--- src/rtl/nios2_nios2_div_cell_if.sv ---
// Request/response bundle between a divide requester and the divide cell.
// The master drives operands and the start strobe; the slave (the cell)
// returns busy, done and the registered quotient/remainder.
interface nios2_nios2_div_cell_if #(
    parameter int DIV_WIDTH = 32
);
    logic [DIV_WIDTH-1:0] M_div_src1;
    logic [DIV_WIDTH-1:0] M_div_src2;
    logic                 M_div_signed;
    logic                 M_div_start;
    logic                 M_div_busy;
    logic                 M_div_done;
    logic [DIV_WIDTH-1:0] M_div_cell_result;
    logic [DIV_WIDTH-1:0] M_div_cell_remainder;

    modport master (
        output M_div_src1,
        output M_div_src2,
        output M_div_signed,
        output M_div_start,
        input  M_div_busy,
        input  M_div_done,
        input  M_div_cell_result,
        input  M_div_cell_remainder
    );

    modport slave (
        input  M_div_src1,
        input  M_div_src2,
        input  M_div_signed,
        input  M_div_start,
        output M_div_busy,
        output M_div_done,
        output M_div_cell_result,
        output M_div_cell_remainder
    );
endinterface

--- src/rtl/nios2_nios2_div_cell.sv ---
// Fixed-latency radix-2 restoring divider for signed (div) and unsigned
// (divu) operation. Works on magnitudes for DIV_WIDTH cycles, then applies
// the latched signs in a single fix-up cycle. A zero divisor runs the same
// schedule; its quotient is forced to all ones while the remainder falls
// out of the datapath as the original dividend.
module nios2_nios2_div_cell #(
    parameter int DIV_WIDTH = 32
) (
    input  logic                         clk,
    input  logic                         reset,
    nios2_nios2_div_cell_if.slave        bus
);

    localparam int CW = (DIV_WIDTH > 1) ? $clog2(DIV_WIDTH) : 1;

    typedef enum logic [1:0] {
        IDLE  = 2'd0,
        CALC  = 2'd1,
        FIXUP = 2'd2
    } state_t;

    // Two's complement negation with natural wrap.
    function automatic logic [DIV_WIDTH-1:0] f_neg(input logic [DIV_WIDTH-1:0] x);
        f_neg = (~x) + {{(DIV_WIDTH-1){1'b0}}, 1'b1};
    endfunction

    // Magnitude of an operand; raw value in unsigned mode.
    function automatic logic [DIV_WIDTH-1:0] f_mag(input logic [DIV_WIDTH-1:0] x,
                                                   input logic                 is_signed);
        f_mag = (is_signed && x[DIV_WIDTH-1]) ? f_neg(x) : x;
    endfunction

    state_t                r_state;
    logic [CW-1:0]         r_cnt;
    logic [DIV_WIDTH-1:0]  r_rem;      // partial remainder magnitude
    logic [DIV_WIDTH-1:0]  r_dvd;      // dividend shifts out, quotient shifts in
    logic [DIV_WIDTH-1:0]  r_div;      // divisor magnitude
    logic                  r_q_neg;
    logic                  r_r_neg;
    logic                  r_dz;
    logic                  r_busy;
    logic                  r_done;
    logic [DIV_WIDTH-1:0]  r_result;
    logic [DIV_WIDTH-1:0]  r_remainder;

    logic [DIV_WIDTH:0]    w_shift;
    logic [DIV_WIDTH:0]    w_diff;
    logic                  w_sub_ok;
    logic [DIV_WIDTH-1:0]  w_rem_next;
    logic [DIV_WIDTH-1:0]  w_dvd_next;
    logic [DIV_WIDTH-1:0]  w_q_fix;
    logic [DIV_WIDTH-1:0]  w_r_fix;

    // One restoring step: the shifted remainder is below twice the divisor,
    // so a (DIV_WIDTH+1)-bit signed trial difference cannot overflow and its
    // top bit is the restore decision.
    always_comb begin
        w_shift    = {r_rem, r_dvd[DIV_WIDTH-1]};
        w_diff     = w_shift - {1'b0, r_div};
        w_sub_ok   = ~w_diff[DIV_WIDTH];
        w_rem_next = w_sub_ok ? w_diff[DIV_WIDTH-1:0] : w_shift[DIV_WIDTH-1:0];
        w_dvd_next = {r_dvd[DIV_WIDTH-2:0], w_sub_ok};
    end

    // Sign application; a zero divisor overrides the quotient with all ones.
    always_comb begin
        w_q_fix = {DIV_WIDTH{1'b0}};
        w_r_fix = {DIV_WIDTH{1'b0}};
        if (r_dz) begin
            w_q_fix = {DIV_WIDTH{1'b1}};
        end else if (r_q_neg) begin
            w_q_fix = f_neg(r_dvd);
        end else begin
            w_q_fix = r_dvd;
        end
        if (r_r_neg) begin
            w_r_fix = f_neg(r_rem);
        end else begin
            w_r_fix = r_rem;
        end
    end

    // Control FSM and datapath registers, including all registered outputs.
    always_ff @(posedge clk) begin
        if (reset) begin
            r_state     <= IDLE;
            r_cnt       <= {CW{1'b0}};
            r_rem       <= {DIV_WIDTH{1'b0}};
            r_dvd       <= {DIV_WIDTH{1'b0}};
            r_div       <= {DIV_WIDTH{1'b0}};
            r_q_neg     <= 1'b0;
            r_r_neg     <= 1'b0;
            r_dz        <= 1'b0;
            r_busy      <= 1'b0;
            r_done      <= 1'b0;
            r_result    <= {DIV_WIDTH{1'b0}};
            r_remainder <= {DIV_WIDTH{1'b0}};
        end else begin
            r_done <= 1'b0;
            case (r_state)
                IDLE: begin
                    if (bus.M_div_start) begin
                        r_rem   <= {DIV_WIDTH{1'b0}};
                        r_dvd   <= f_mag(bus.M_div_src1, bus.M_div_signed);
                        r_div   <= f_mag(bus.M_div_src2, bus.M_div_signed);
                        r_q_neg <= bus.M_div_signed &
                                   (bus.M_div_src1[DIV_WIDTH-1] ^ bus.M_div_src2[DIV_WIDTH-1]);
                        r_r_neg <= bus.M_div_signed & bus.M_div_src1[DIV_WIDTH-1];
                        r_dz    <= (bus.M_div_src2 == {DIV_WIDTH{1'b0}});
                        r_cnt   <= CW'(DIV_WIDTH - 1);
                        r_busy  <= 1'b1;
                        r_state <= CALC;
                    end else begin
                        r_busy  <= 1'b0;
                        r_state <= IDLE;
                    end
                end
                CALC: begin
                    r_rem <= w_rem_next;
                    r_dvd <= w_dvd_next;
                    if (r_cnt == {CW{1'b0}}) begin
                        r_state <= FIXUP;
                    end else begin
                        r_cnt   <= r_cnt - {{(CW-1){1'b0}}, 1'b1};
                        r_state <= CALC;
                    end
                end
                FIXUP: begin
                    r_result    <= w_q_fix;
                    r_remainder <= w_r_fix;
                    r_done      <= 1'b1;
                    r_busy      <= 1'b0;
                    r_state     <= IDLE;
                end
                default: begin
                    r_busy  <= 1'b0;
                    r_state <= IDLE;
                end
            endcase
        end
    end

    assign bus.M_div_busy           = r_busy;
    assign bus.M_div_done           = r_done;
    assign bus.M_div_cell_result    = r_result;
    assign bus.M_div_cell_remainder = r_remainder;

endmodule
--- src/flat_wrapper.sv ---
// flat-port wrapper written by rule: the top's interface ports become plain ports
module nios2_nios2_div_cell_flat 
#(
    parameter int DIV_WIDTH = 32
)
  (clk, reset, bus_M_div_src1, bus_M_div_src2, bus_M_div_signed, bus_M_div_start, bus_M_div_busy, bus_M_div_done, bus_M_div_cell_result, bus_M_div_cell_remainder);
  nios2_nios2_div_cell_if #(.DIV_WIDTH(DIV_WIDTH)) bus_i ();
  input  logic clk;
  input  logic reset;
  input wire logic [$bits(bus_i.M_div_src1)-1:0] bus_M_div_src1;
  input wire logic [$bits(bus_i.M_div_src2)-1:0] bus_M_div_src2;
  input wire logic [$bits(bus_i.M_div_signed)-1:0] bus_M_div_signed;
  input wire logic [$bits(bus_i.M_div_start)-1:0] bus_M_div_start;
  output wire logic [$bits(bus_i.M_div_busy)-1:0] bus_M_div_busy;
  output wire logic [$bits(bus_i.M_div_done)-1:0] bus_M_div_done;
  output wire logic [$bits(bus_i.M_div_cell_result)-1:0] bus_M_div_cell_result;
  output wire logic [$bits(bus_i.M_div_cell_remainder)-1:0] bus_M_div_cell_remainder;
  assign bus_i.M_div_src1 = bus_M_div_src1;
  assign bus_i.M_div_src2 = bus_M_div_src2;
  assign bus_i.M_div_signed = bus_M_div_signed;
  assign bus_i.M_div_start = bus_M_div_start;
  assign bus_M_div_busy = bus_i.M_div_busy;
  assign bus_M_div_done = bus_i.M_div_done;
  assign bus_M_div_cell_result = bus_i.M_div_cell_result;
  assign bus_M_div_cell_remainder = bus_i.M_div_cell_remainder;
  nios2_nios2_div_cell #(.DIV_WIDTH(DIV_WIDTH)) u_core (.clk(clk), .reset(reset), .bus(bus_i));
endmodule
--- config.mk ---
export PLATFORM = sky130hd
export DESIGN_NAME = nios2_nios2_div_cell_flat
export DESIGN_NICKNAME = d
export VERILOG_FILES = /design/src/rtl/nios2_nios2_div_cell_if.sv /design/src/rtl/nios2_nios2_div_cell.sv /design/src/flat_wrapper.sv
export SDC_FILE = /design/constraint.sdc
export NUM_CORES = 1
export LEC_CHECK = 0
export BUFFER_PORTS_ARGS = -buffer_cell sky130_fd_sc_hd__buf_2
export CORE_MARGIN = 2
export CORE_UTILIZATION = 25
export CTS_BUF_LIST = sky130_fd_sc_hd__clkbuf_8
export CTS_CLUSTER_SIZE = 24
export DETAILED_ROUTE_END_ITERATION = 10
export GPL_TIMING_DRIVEN = 1
export SYNTH_ARGS = -nofsm -noshare
export SYNTH_HDL_FRONTEND = slang
export SYNTH_SLANG_ARGS = --single-unit
--- constraint.sdc ---
create_clock -name clk -period 3.54 [get_ports clk]
set_input_delay 0.177 -clock clk [delete_from_list [all_inputs] [get_ports clk]]
set_output_delay 0.177 -clock clk [all_outputs]
set_load 0.01 [all_outputs]
==> flow_summary.yaml, run 1 <==
run_status:
  status: "finished clean"
detailed_routing:
  drt_iter0_drc: 737
  routed_wl_mm: 31.2
  avgRoutedWirePerCell_um: 15.5
  route.detailed.drc: 0
  via_per_inst: 4.90
  ant_nets: 0
  vias: 9875
  firstDrtPassIters: 5
placement:
  hpwl_mm: 24.3
  place_area_sq_um: 11700
  gp_congestion: 0.875
  port-buffer-count: 133
clock_tree:
  cts_buffers: 17
  clock-sinks: 172
  clk_pin_slew_ns: 0.09
  post-cts-setup-buffers: 0
  clk_path_buf_depth: 2
  cts_tree: "built"
  htreeDepth: 4
  cts_root_buf: "clkbuf_8"
  clk_latency_ns: 0.49
timing:
  maxSlewHeadroom: 0.412
  timing_worst_slew_pin_value_ns: 0.881
  rsz0062_at_grt: "false"
  finalSetupTns_ns: 0
  min_period_ns: 3.18
  skew_ns: 0.0136
  timing.final.max_slew_violations: 0
  post-route-period-util: 0.899
  setup_viol: 0
  hold_violations: 0
  max_freq_ghz: 0.314
setup_path:
  worstSetupStartpointType: "register"
  critPathKind: "reg2reg"
  crit_path_cell_trace: "ha_1 > a21oi_1 > o21bai_1 > nor4_1 > nand3_1 > a41o_1 > nor3_4 > buf_12 > nor2_2 > a221o_1"
  cp_max_fo: 25
  slowest_delay_ns: 0.49
  cp.arrival_ns: 3.56
  required_ns: 3.92
  crit-reg2reg-launch: "u_core.r_rem[14]"
  reg2regPathDepth: 10
  r2r_end: "u_core.r_rem[21]"
  r2r_slack_ns: 0.36
  slowest_stage: "dfxtp_1"
  end_kind: "register"
  startpoint: "u_core.r_rem[14]"
  timing.critical_path.to: "u_core.r_rem[21]"
synth:
  yosysTopAreaCellShare: 0.327
  syn_area_sq_um: 10500
  yosys.area.top_type: "dfxtp_1"
  yosys-top-cells-area: "dfxtp_1, xor2_1, xnor2_1"
  syn-num-nets: 1444
  synth-seq-cells: 172
  ys_types: 72
  synth_edf_count: 0
  synth.most_common_cell: "dfxtp_1"
  async_flop_share: 0
  yosys_warnings: 0
  ys_seq_area_frac: 0.327
  ys.flop_type: "dfxtp_1"
  synth_common_cells: "dfxtp_1, nor2_1, nand2_1"
  syn_area_per_cell_sq_um: 7.87
  synth_cells: 1338
die:
  rows: 75
  die_area_sq_um: 43800
  core_area_sq_um: 41800
  die_w_um: 209
  num_io_pins: 134
  start_util: 0.252
  chipHeight_um: 209
global_route:
  grt.total_usage: 0.143
  grt_pass1_vias: 9153
  grt_max_degree: 89
  antenna_found_initial: 15
  grt_first_pass_wirelength_mm: 49.9
  gr-total-overflow: 0
final_layout:
  n_fill_cell: 4435
  drive_gt1_frac: 0.140
  regArea_sq_um: 3440
  area_growth_pct: 17.9
  final_area_sq_um: 12400
  nets: 1561
  postLayoutCoreUtil: 0.297
  multi_input_area_sq_um: 6600
min_path:
  hold_class: "in2reg"
power:
  finalPower_uw: 4560
  p_per_area_nw_per_um2: 367
  p_leak_uw: 0.00494
  peakVddDrop_mv: 0.220
flow_run:
  maxCapViolations: 0
==> critical path: cells and delay by family (launching register included) <==
kind,cells,cell delay (ns)
AO/OA/AOI/OAI,4,1.06
adder cells (fa/ha/maj),1,0.36
buffers and inverters,1,0.24
flip-flops,1,0.49
AND/OR/NAND/NOR,4,0.92
==> report_power, final <==
group / switching (uW) / total [uW] / internal (uW) / leakage (uW)
clock network: 724 / 1400 / 675 / 0.000204
registers: 103 / 2140 / 2040 / 0.00140
logic: 613 / 1020 / 408 / 0.00334
==> placed cells by master, fill, tap and decap left out, drive strengths merged, types with 4 or more instances in the layout <==
| cell | netlist | final |
|---|---|---|
| a211oi | 61 | 61 |
| a21o | 19 | 19 |
| a21oi | 107 | 107 |
| a22oi | 35 | 35 |
| a31oi | 5 | 5 |
| and2 | 6 | 6 |
| and3 | 10 | 10 |
| buf | 11 | 154 |
| clkbuf | 70 | 20 |
| clkinv | 0 | 4 |
| dfxtp | 172 | 172 |
| diode | 0 | 10 |
| dlygate4sd3 | 0 | 25 |
| ha | 37 | 37 |
| inv | 50 | 53 |
| mux2i | 23 | 23 |
| nand2 | 141 | 141 |
| nand2b | 14 | 14 |
| nand3 | 18 | 18 |
| nand4 | 10 | 10 |
| nor2 | 150 | 150 |
| nor2b | 8 | 8 |
| nor3 | 23 | 23 |
| nor4 | 17 | 17 |
| o211ai | 5 | 5 |
| o21ai | 81 | 81 |
| o21bai | 5 | 5 |
| o22ai | 24 | 24 |
| o31ai | 23 | 23 |
| o41ai | 15 | 15 |
| or3 | 9 | 9 |
| or4 | 10 | 10 |
| xnor2 | 68 | 68 |
| xor2 | 74 | 74 |
==> per-stage QoR <==
step	hold WS (ns)	std cells	setup WS (ns)
floorplan	0.313	1338	0.814
CTS	0.00242	2006	0.327
detailed placement	0.444	1950	0.342
global placement	0.441	1950	0.436
finish	0.0445	2016	0.356
global route	0.0211	2013	0.112
==> kinds of logic (layout without fill, tap and decap cells) <==
logic type / after synthesis / in the layout / synth area share
other cells: 0 / 10 / 0
buf+inv: 131 / 260 / 0.0484
fa+ha+maj: 38 / 38 / 0.0459
simple gates: 426 / 426 / 0.187
flops: 172 / 172 / 0.327
xor+xnor: 142 / 142 / 0.118
mux: 23 / 23 / 0.0219
compound gates: 406 / 406 / 0.251
==> flip-flops by register name (all words and copies together), names as in the netlist <==
register                         cells
u_core.r_state                       2
u_core.r_rem                        32
u_core.r_div                        32
u_core.bus.M_div_busy                1
u_core.r_dvd                        32
u_core.r_cnt                         5
u_core.bus.M_div_cell_remainder     32
u_core.r_q_neg                       1
u_core.bus.M_div_done                1
u_core.bus.M_div_cell_result        32
u_core.r_r_neg                       1
u_core.r_dz                          1
==> layout make-up <==
cell class	instances	area share
Multi-Input combinational cell	1035	0.532
Inverter	50	0.0151
Clock inverter	11	0.00958
Tap cell	539	0.0543
Sequential cell	172	0.277
Clock buffer	20	0.0222
Antenna cell	10	0.00202
Timing Repair Buffer	179	0.0877
==> worst min-delay path by stage <==
stage               cells after the start                                start  slack [ns]                                   to
floorplan                               2                    bus_M_div_src2[0]        0.31                      u_core.r_div[0]
global placement                        2  u_core.bus.M_div_cell_remainder[31]        0.44  u_core.bus.M_div_cell_remainder[31]
detailed placement                      2  u_core.bus.M_div_cell_remainder[31]        0.44  u_core.bus.M_div_cell_remainder[31]
CTS                                     4                   bus_M_div_src1[18]       0.002                     u_core.r_dvd[18]
global route                            4                   bus_M_div_src1[17]        0.02                     u_core.r_dvd[17]
finish                                  4                   bus_M_div_src1[18]        0.04                     u_core.r_dvd[18]
==> routing by layer <==
layer / up-vias / wire length, um / GRT usage
li1: 5058 / - / -
met1: 4538 / 16100 / 0.204
met2: 211 / 12500 / 0.200
met3: 56 / 1600 / 0.0365
met4: 12 / 909 / 0.0658
met5: - / 81 / 0
==> repair_timing <==
item / in CTS / in global routing
endpoints found under the setup margin: 0 / 5
resized for setup: 0 / 2
hold buffers: 25 / 0
hold endpoints to repair: 25 / 0
(Power assumes the default switching activity.)
==> inputs of run 2 (changes only) <==
Settings changed: ABC_AREA from default to 1, CORE_ASPECT_RATIO from default to 0.5.
==> run 2 against run 1 <==
Compared with the run above: combinational power increased to 3.4 times the previous value; routed wire length up 36%; total power up 56%.
==> flow_summary.yaml, run 2 <==
run_status:
  status: "finished clean"
global_route:
  grt_first_pass_wirelength_mm: 66.4
  gr-total-overflow: 0
  antenna_found_initial: 2
  grt_max_degree: 92
  grt.total_usage: 0.159
  grt_pass1_vias: 12200
setup_path:
  critPathKind: "reg2reg"
  end_kind: "register"
  r2r_slack_ns: 0.87
  reg2regPathDepth: 17
  cp.arrival_ns: 3.01
  worstSetupStartpointType: "register"
  cp_max_fo: 23
  r2r_end: "u_core.r_rem[31]"
  required_ns: 3.88
  crit-reg2reg-launch: "u_core.r_dvd[31]"
detailed_routing:
  route.detailed.drc: 0
  vias: 13200
  avgRoutedWirePerCell_um: 14.8
  routed_wl_mm: 42.3
  via_per_inst: 4.63
  drt_iter0_drc: 947
  firstDrtPassIters: 5
  ant_nets: 0
timing:
  max_freq_ghz: 0.375
  maxSlewHeadroom: 0.422
  setup_viol: 0
  min_period_ns: 2.67
  timing.final.max_slew_violations: 0
  rsz0062_at_grt: "false"
  post-route-period-util: 0.754
  hold_violations: 0
  timing_worst_slew_pin_value_ns: 0.866
  skew_ns: 0.0235
  finalSetupTns_ns: 0
synth:
  synth-seq-cells: 172
  synth.most_common_cell: "nand2_1"
  synth_cells: 2062
  yosys-top-cells-area: "dfxtp_1, nand2_1, inv_1"
  ys_types: 50
  yosysTopAreaCellShare: 0.270
  syn-num-nets: 2168
  ys.flop_type: "dfxtp_1"
  syn_area_per_cell_sq_um: 6.18
  yosys_warnings: 0
  yosys.area.top_type: "dfxtp_1"
  synth_edf_count: 0
  syn_area_sq_um: 12700
  ys_seq_area_frac: 0.270
  async_flop_share: 0
  synth_common_cells: "nand2_1, inv_1, nor2_1"
placement:
  port-buffer-count: 133
  dp.cells: 2827
  gp_congestion: 0.946
  hpwl_mm: 33.6
min_path:
  hold_start: "bus_M_div_src1[3]"
  min_path_cells: 4
  hold_class: "in2reg"
  min_to: "u_core.r_dvd[3]"
power:
  finalPower_uw: 7120
  peakVddDrop_mv: 0.304
  p_per_area_nw_per_um2: 492
  p_leak_uw: 0.00712
final_layout:
  multi_input_area_sq_um: 7720
  nets: 2262
  mostFrequentLayoutCells: "nand2_1, inv_1, nor2_1"
  postLayoutCoreUtil: 0.288
  final_common_cell: "nand2_1"
  n_fill_cell: 5635
  area_growth_pct: 13.6
  drive_gt1_frac: 0.133
  final_cells: 2860
  regArea_sq_um: 3440
clock_tree:
  htreeDepth: 4
  postCtsHoldBufs: 0
  clk_pin_slew_ns: 0.11
  clk_latency_ns: 0.48
  cts_tree: "built"
  post-cts-setup-buffers: 0
  clock-sinks: 172
  cts_buffers: 17
  cts_root_buf: "clkbuf_8"
  cts_resized: 0
  clk_path_buf_depth: 2
flow_run:
  maxCapViolations: 0
die:
  chipHeight_um: 164
  die_w_um: 323
  die_area_sq_um: 52900
  core_area_sq_um: 50300
  start_util: 0.253
  rows: 58
  num_io_pins: 134
[run 2: power by group]
part           internal [uW]  switching (uW)  leakage [uW]
registers               2090             172       0.00140
logic                   1090            2360       0.00552
clock network            619             796      0.000195
[run 2: worst max-delay path by stage]
| stage | from | end | cells after the start |
|---|---|---|---|
| 6_report | u_core.r_dvd[31] | u_core.r_rem[31] | 17 |
| 2_1_floorplan | u_core.r_dvd[31] | u_core.r_rem[26] | 18 |
| 3_3_place_gp | u_core.r_dvd[31] | u_core.r_rem[0] | 17 |
| 4_1_cts | u_core.r_dvd[31] | u_core.r_rem[14] | 17 |
| 3_5_place_dp | u_core.r_dvd[31] | u_core.r_rem[14] | 17 |
| 5_1_grt | u_core.r_dvd[31] | u_core.r_rem[12] | 17 |
[run 2: layout make-up]
type	count	share of cell area
Antenna cell	2	0.000346
Clock buffer	20	0.0190
Clock inverter	11	0.00778
Inverter	336	0.0872
Multi-Input combinational cell	1480	0.534
Sequential cell	172	0.238
Tap cell	690	0.0597
Timing Repair Buffer	149	0.0545
[run 2: per-layer routing]
metal  vias up  wire (um)  global-route usage
met5         -          0                   0
met4         0       1150              0.0556
met3        50       1740              0.0202
met2       273      20400               0.280
met1      6097      19000               0.200
li1       6822          -                   -
[run 2: logic make-up after synthesis]
| kind of cell | count (synthesis) | synth area share |
|---|---|---|
| XOR/XNOR | 65 | 0.0447 |
| adder cells (fa/ha/maj) | 38 | 0.0379 |
| flip-flops | 172 | 0.270 |
| AND/OR/NAND/NOR | 1019 | 0.352 |
| buffers and inverters | 410 | 0.125 |
| AO/OA/AOI/OAI | 358 | 0.170 |
[run 2: metrics by stage]
step | area, sq um | worst slack (ns) | hold WS [ns]
final | 14500 | 0.870 | 0.0248
after global placement | 14100 | 0.960 | 0.451
after floorplan | 12700 | 1.35 | 0.350
after CTS | 14500 | 0.895 | 0.00274
after detailed placement | 14100 | 0.902 | 0.454
after global routing | 14500 | 0.620 | 0.0420
[run 2: worst max-delay path, stage by stage (launching register included)]
cell	delay (ns)
dfxtp_1	0.36
inv_1	0.09
ha_1	0.21
fa_1	0.40
inv_1	0.09
nand2_1	0.05
nand2_1	0.09
nand3_2	0.09
nand2_4	0.12
nand2_4	0.06
nand2_4	0.07
nand2_4	0.07
nand2_4	0.09
nand2_4	0.17
nand2_4	0.34
nand2_1	0.10
nand3_1	0.08
a21oi_1	0.07
==> inputs of run 3 (changes only) <==
Settings changed: ABC_AREA 1 to 0.
Clock period 3.54 ns to 2.5 ns, I/O delays scaled along.
==> run 3 against run 2 <==
Compared with the run above: the run now ends with setup timing left; worst setup slack worse by 1.0 ns; first-iteration DRC count down 42%; global-route usage shrank 0.77 points; design area is 0.14% lower; critical path type unchanged; highest routed layer unchanged.
==> flow_summary.yaml, run 3 (synthesis results as in run 1) <==
run_status:
  status: "complete, but fails checks"
  violations: "setup timing"
die:
  die_w_um: 294
  die_area_sq_um: 43900
  core_area_sq_um: 41800
  start_util: 0.252
  chipHeight_um: 149
  num_io_pins: 134
  rows: 53
timing:
  hold_violations: 0
  setup_viol: 35
  maxSlewHeadroom: 0.144
  post-route-period-util: 1.07
  rsz0062_at_grt: "true"
  timing.final.max_slew_violations: 0
  timing_worst_slew_pin_value_ns: 1.28
  fin_ws_ns: -0.167
  max_freq_ghz: 0.375
  min_period_ns: 2.67
  skew_ns: 0.0174
clock_tree:
  cts_tree: "built"
  cts_root_buf: "clkbuf_8"
  clk_path_buf_depth: 2
  htreeDepth: 4
  clk_latency_ns: 0.48
  clock-sinks: 172
  clk_pin_slew_ns: 0.09
  cts_buffers: 17
final_layout:
  regArea_sq_um: 3470
  postLayoutCoreUtil: 0.346
  mostFrequentLayoutCells: "buf_4, dfxtp_1, nor2_1"
  drive_gt1_frac: 0.279
  final_area_sq_um: 14500
  area_growth_pct: 37.3
  multi_input_area_sq_um: 7210
  n_fill_cell: 4415
  final_common_cell: "buf_4"
  nets: 1734
placement:
  hpwl_mm: 24.9
  port-buffer-count: 133
  gp_congestion: 0.896
  place_area_sq_um: 12800
power:
  seqPwrFrac: 0.441
  p_sw_frac: 0.333
  power_switching_uw: 2290
  p_per_area_nw_per_um2: 475
  p_leak_uw: 0.00591
  share_comb_of_total_power: 0.265
  peakVddDrop_mv: 0.292
  intPower_uw: 4570
  clkPwrFrac: 0.294
min_path:
  hold_start: "bus_M_div_src2[9]"
  min_to: "u_core.r_div[9]"
  min_path_cells: 3
  hold_class: "in2reg"
setup_path:
  cp.arrival_ns: 3.03
  end_kind: "register"
  critPathKind: "reg2reg"
  r2r_slack_ns: -0.17
  worstSetupStartpointType: "register"
  crit-reg2reg-launch: "u_core.r_div[16]"
  r2r_end: "u_core.r_rem[21]"
  reg2regPathDepth: 14
  cp_max_fo: 6
  required_ns: 2.86
global_route:
  antenna_found_initial: 1
  grt_pass1_vias: 10100
  gr-total-overflow: 0
  grt_max_degree: 96
  grt.total_usage: 0.151
  grt_first_pass_wirelength_mm: 53.2
detailed_routing:
  firstDrtPassIters: 5
  drt_iter0_drc: 548
  ant_nets: 0
  avgRoutedWirePerCell_um: 15.5
  vias: 10600
  via_per_inst: 4.82
  route.detailed.drc: 0
  routed_wl_mm: 34.0
flow_run:
  maxCapViolations: 0
-- run 3: changes by cell type in the layout (fill, tap and decap cells not counted), moves of 57 or more --
cell,previous run,this run
o21ai_0,108,42
a211oi_1,1,58
nand2_1,525,138
inv_1,326,46
nor2_1,203,143
nand3_1,155,17
buf_4,17,164
-- run 3: worst max-delay path by stage --
stage	from	endpoint	slack, ns	depth (start not counted)
3_3_place_gp	u_core.r_div[3]	u_core.r_rem[10]	-0.25	11
5_1_grt	u_core.r_div[3]	u_core.r_rem[30]	-0.32	12
2_1_floorplan	u_core.r_rem[20]	u_core.r_rem[26]	-0.03	12
4_1_cts	u_core.r_dvd[31]	u_core.r_rem[30]	-0.11	12
6_report	u_core.r_div[16]	u_core.r_rem[21]	-0.17	14
3_5_place_dp	u_core.r_div[3]	u_core.r_rem[24]	-0.35	11
-- run 3: cell type report --
| cell class | count | share of cell area |
|---|---|---|
| antenna | 1 | 0.000173 |
| clock buffer | 20 | 0.0190 |
| tap | 550 | 0.0476 |
| sequential | 172 | 0.240 |
| timing repair buffer | 352 | 0.173 |
| inverter | 50 | 0.0130 |
| multi-input combinational | 1035 | 0.499 |
| clock inverter | 12 | 0.00797 |
-- run 3: through the flow --
step | TNS, ns | hold slack (ns) | instances | setup slack, ns | total power, uW
after floorplan | -0.0277 | 0.261 | 1338 | -0.0277 | 4110
after global placement | -6.32 | 0.420 | 2091 | -0.249 | 4670
after detailed placement | -9.01 | 0.429 | 2091 | -0.348 | 4690
after CTS | -1.49 | 0.000115 | 2180 | -0.108 | 6810
after global routing | -7.96 | 0.0280 | 2192 | -0.315 | 7220
final | -2.99 | 0.0253 | 2192 | -0.167 | 6860
-- run 3: power groups by stage --
stage          clock (uW)  combinational [uW]  sequential [uW]
2_1_floorplan           0                1050             3060
3_3_place_gp            0                1600             3070
3_5_place_dp            0                1610             3080
4_1_cts              2050                1740             3010
5_1_grt              2170                2010             3050
6_report             2020                1820             3020
-- run 3: critical path, cell delays in order (launching register included) --
cell,delay (ns)
dfxtp_2,0.33
inv_1,0.12
ha_4,0.22
nand4_1,0.22
nor3_1,0.09
nor4_1,0.25
nand3_1,0.14
buf_4,0.17
a211oi_4,0.25
nor3_4,0.05
buf_6,0.15
nand2_4,0.11
buf_6,0.13
nor2_1,0.04
a221o_1,0.25
-- run 3: timing repair --
action	in CTS	in global routing
pin swaps	28	23
gates cloned	1	1
hold buffers	46	0
resized for setup	66	80
hold endpoints to repair	46	0
setup buffers	10	11
setup endpoints to repair	38	60
-- run 3: routing by layer --
| metal | routed length [um] | GRT usage |
|---|---|---|
| met1 | 15100 | 0.185 |
| met2 | 17500 | 0.280 |
| met3 | 916 | 0.0223 |
| met4 | 378 | 0.0355 |
| met5 | 0 | 0 |
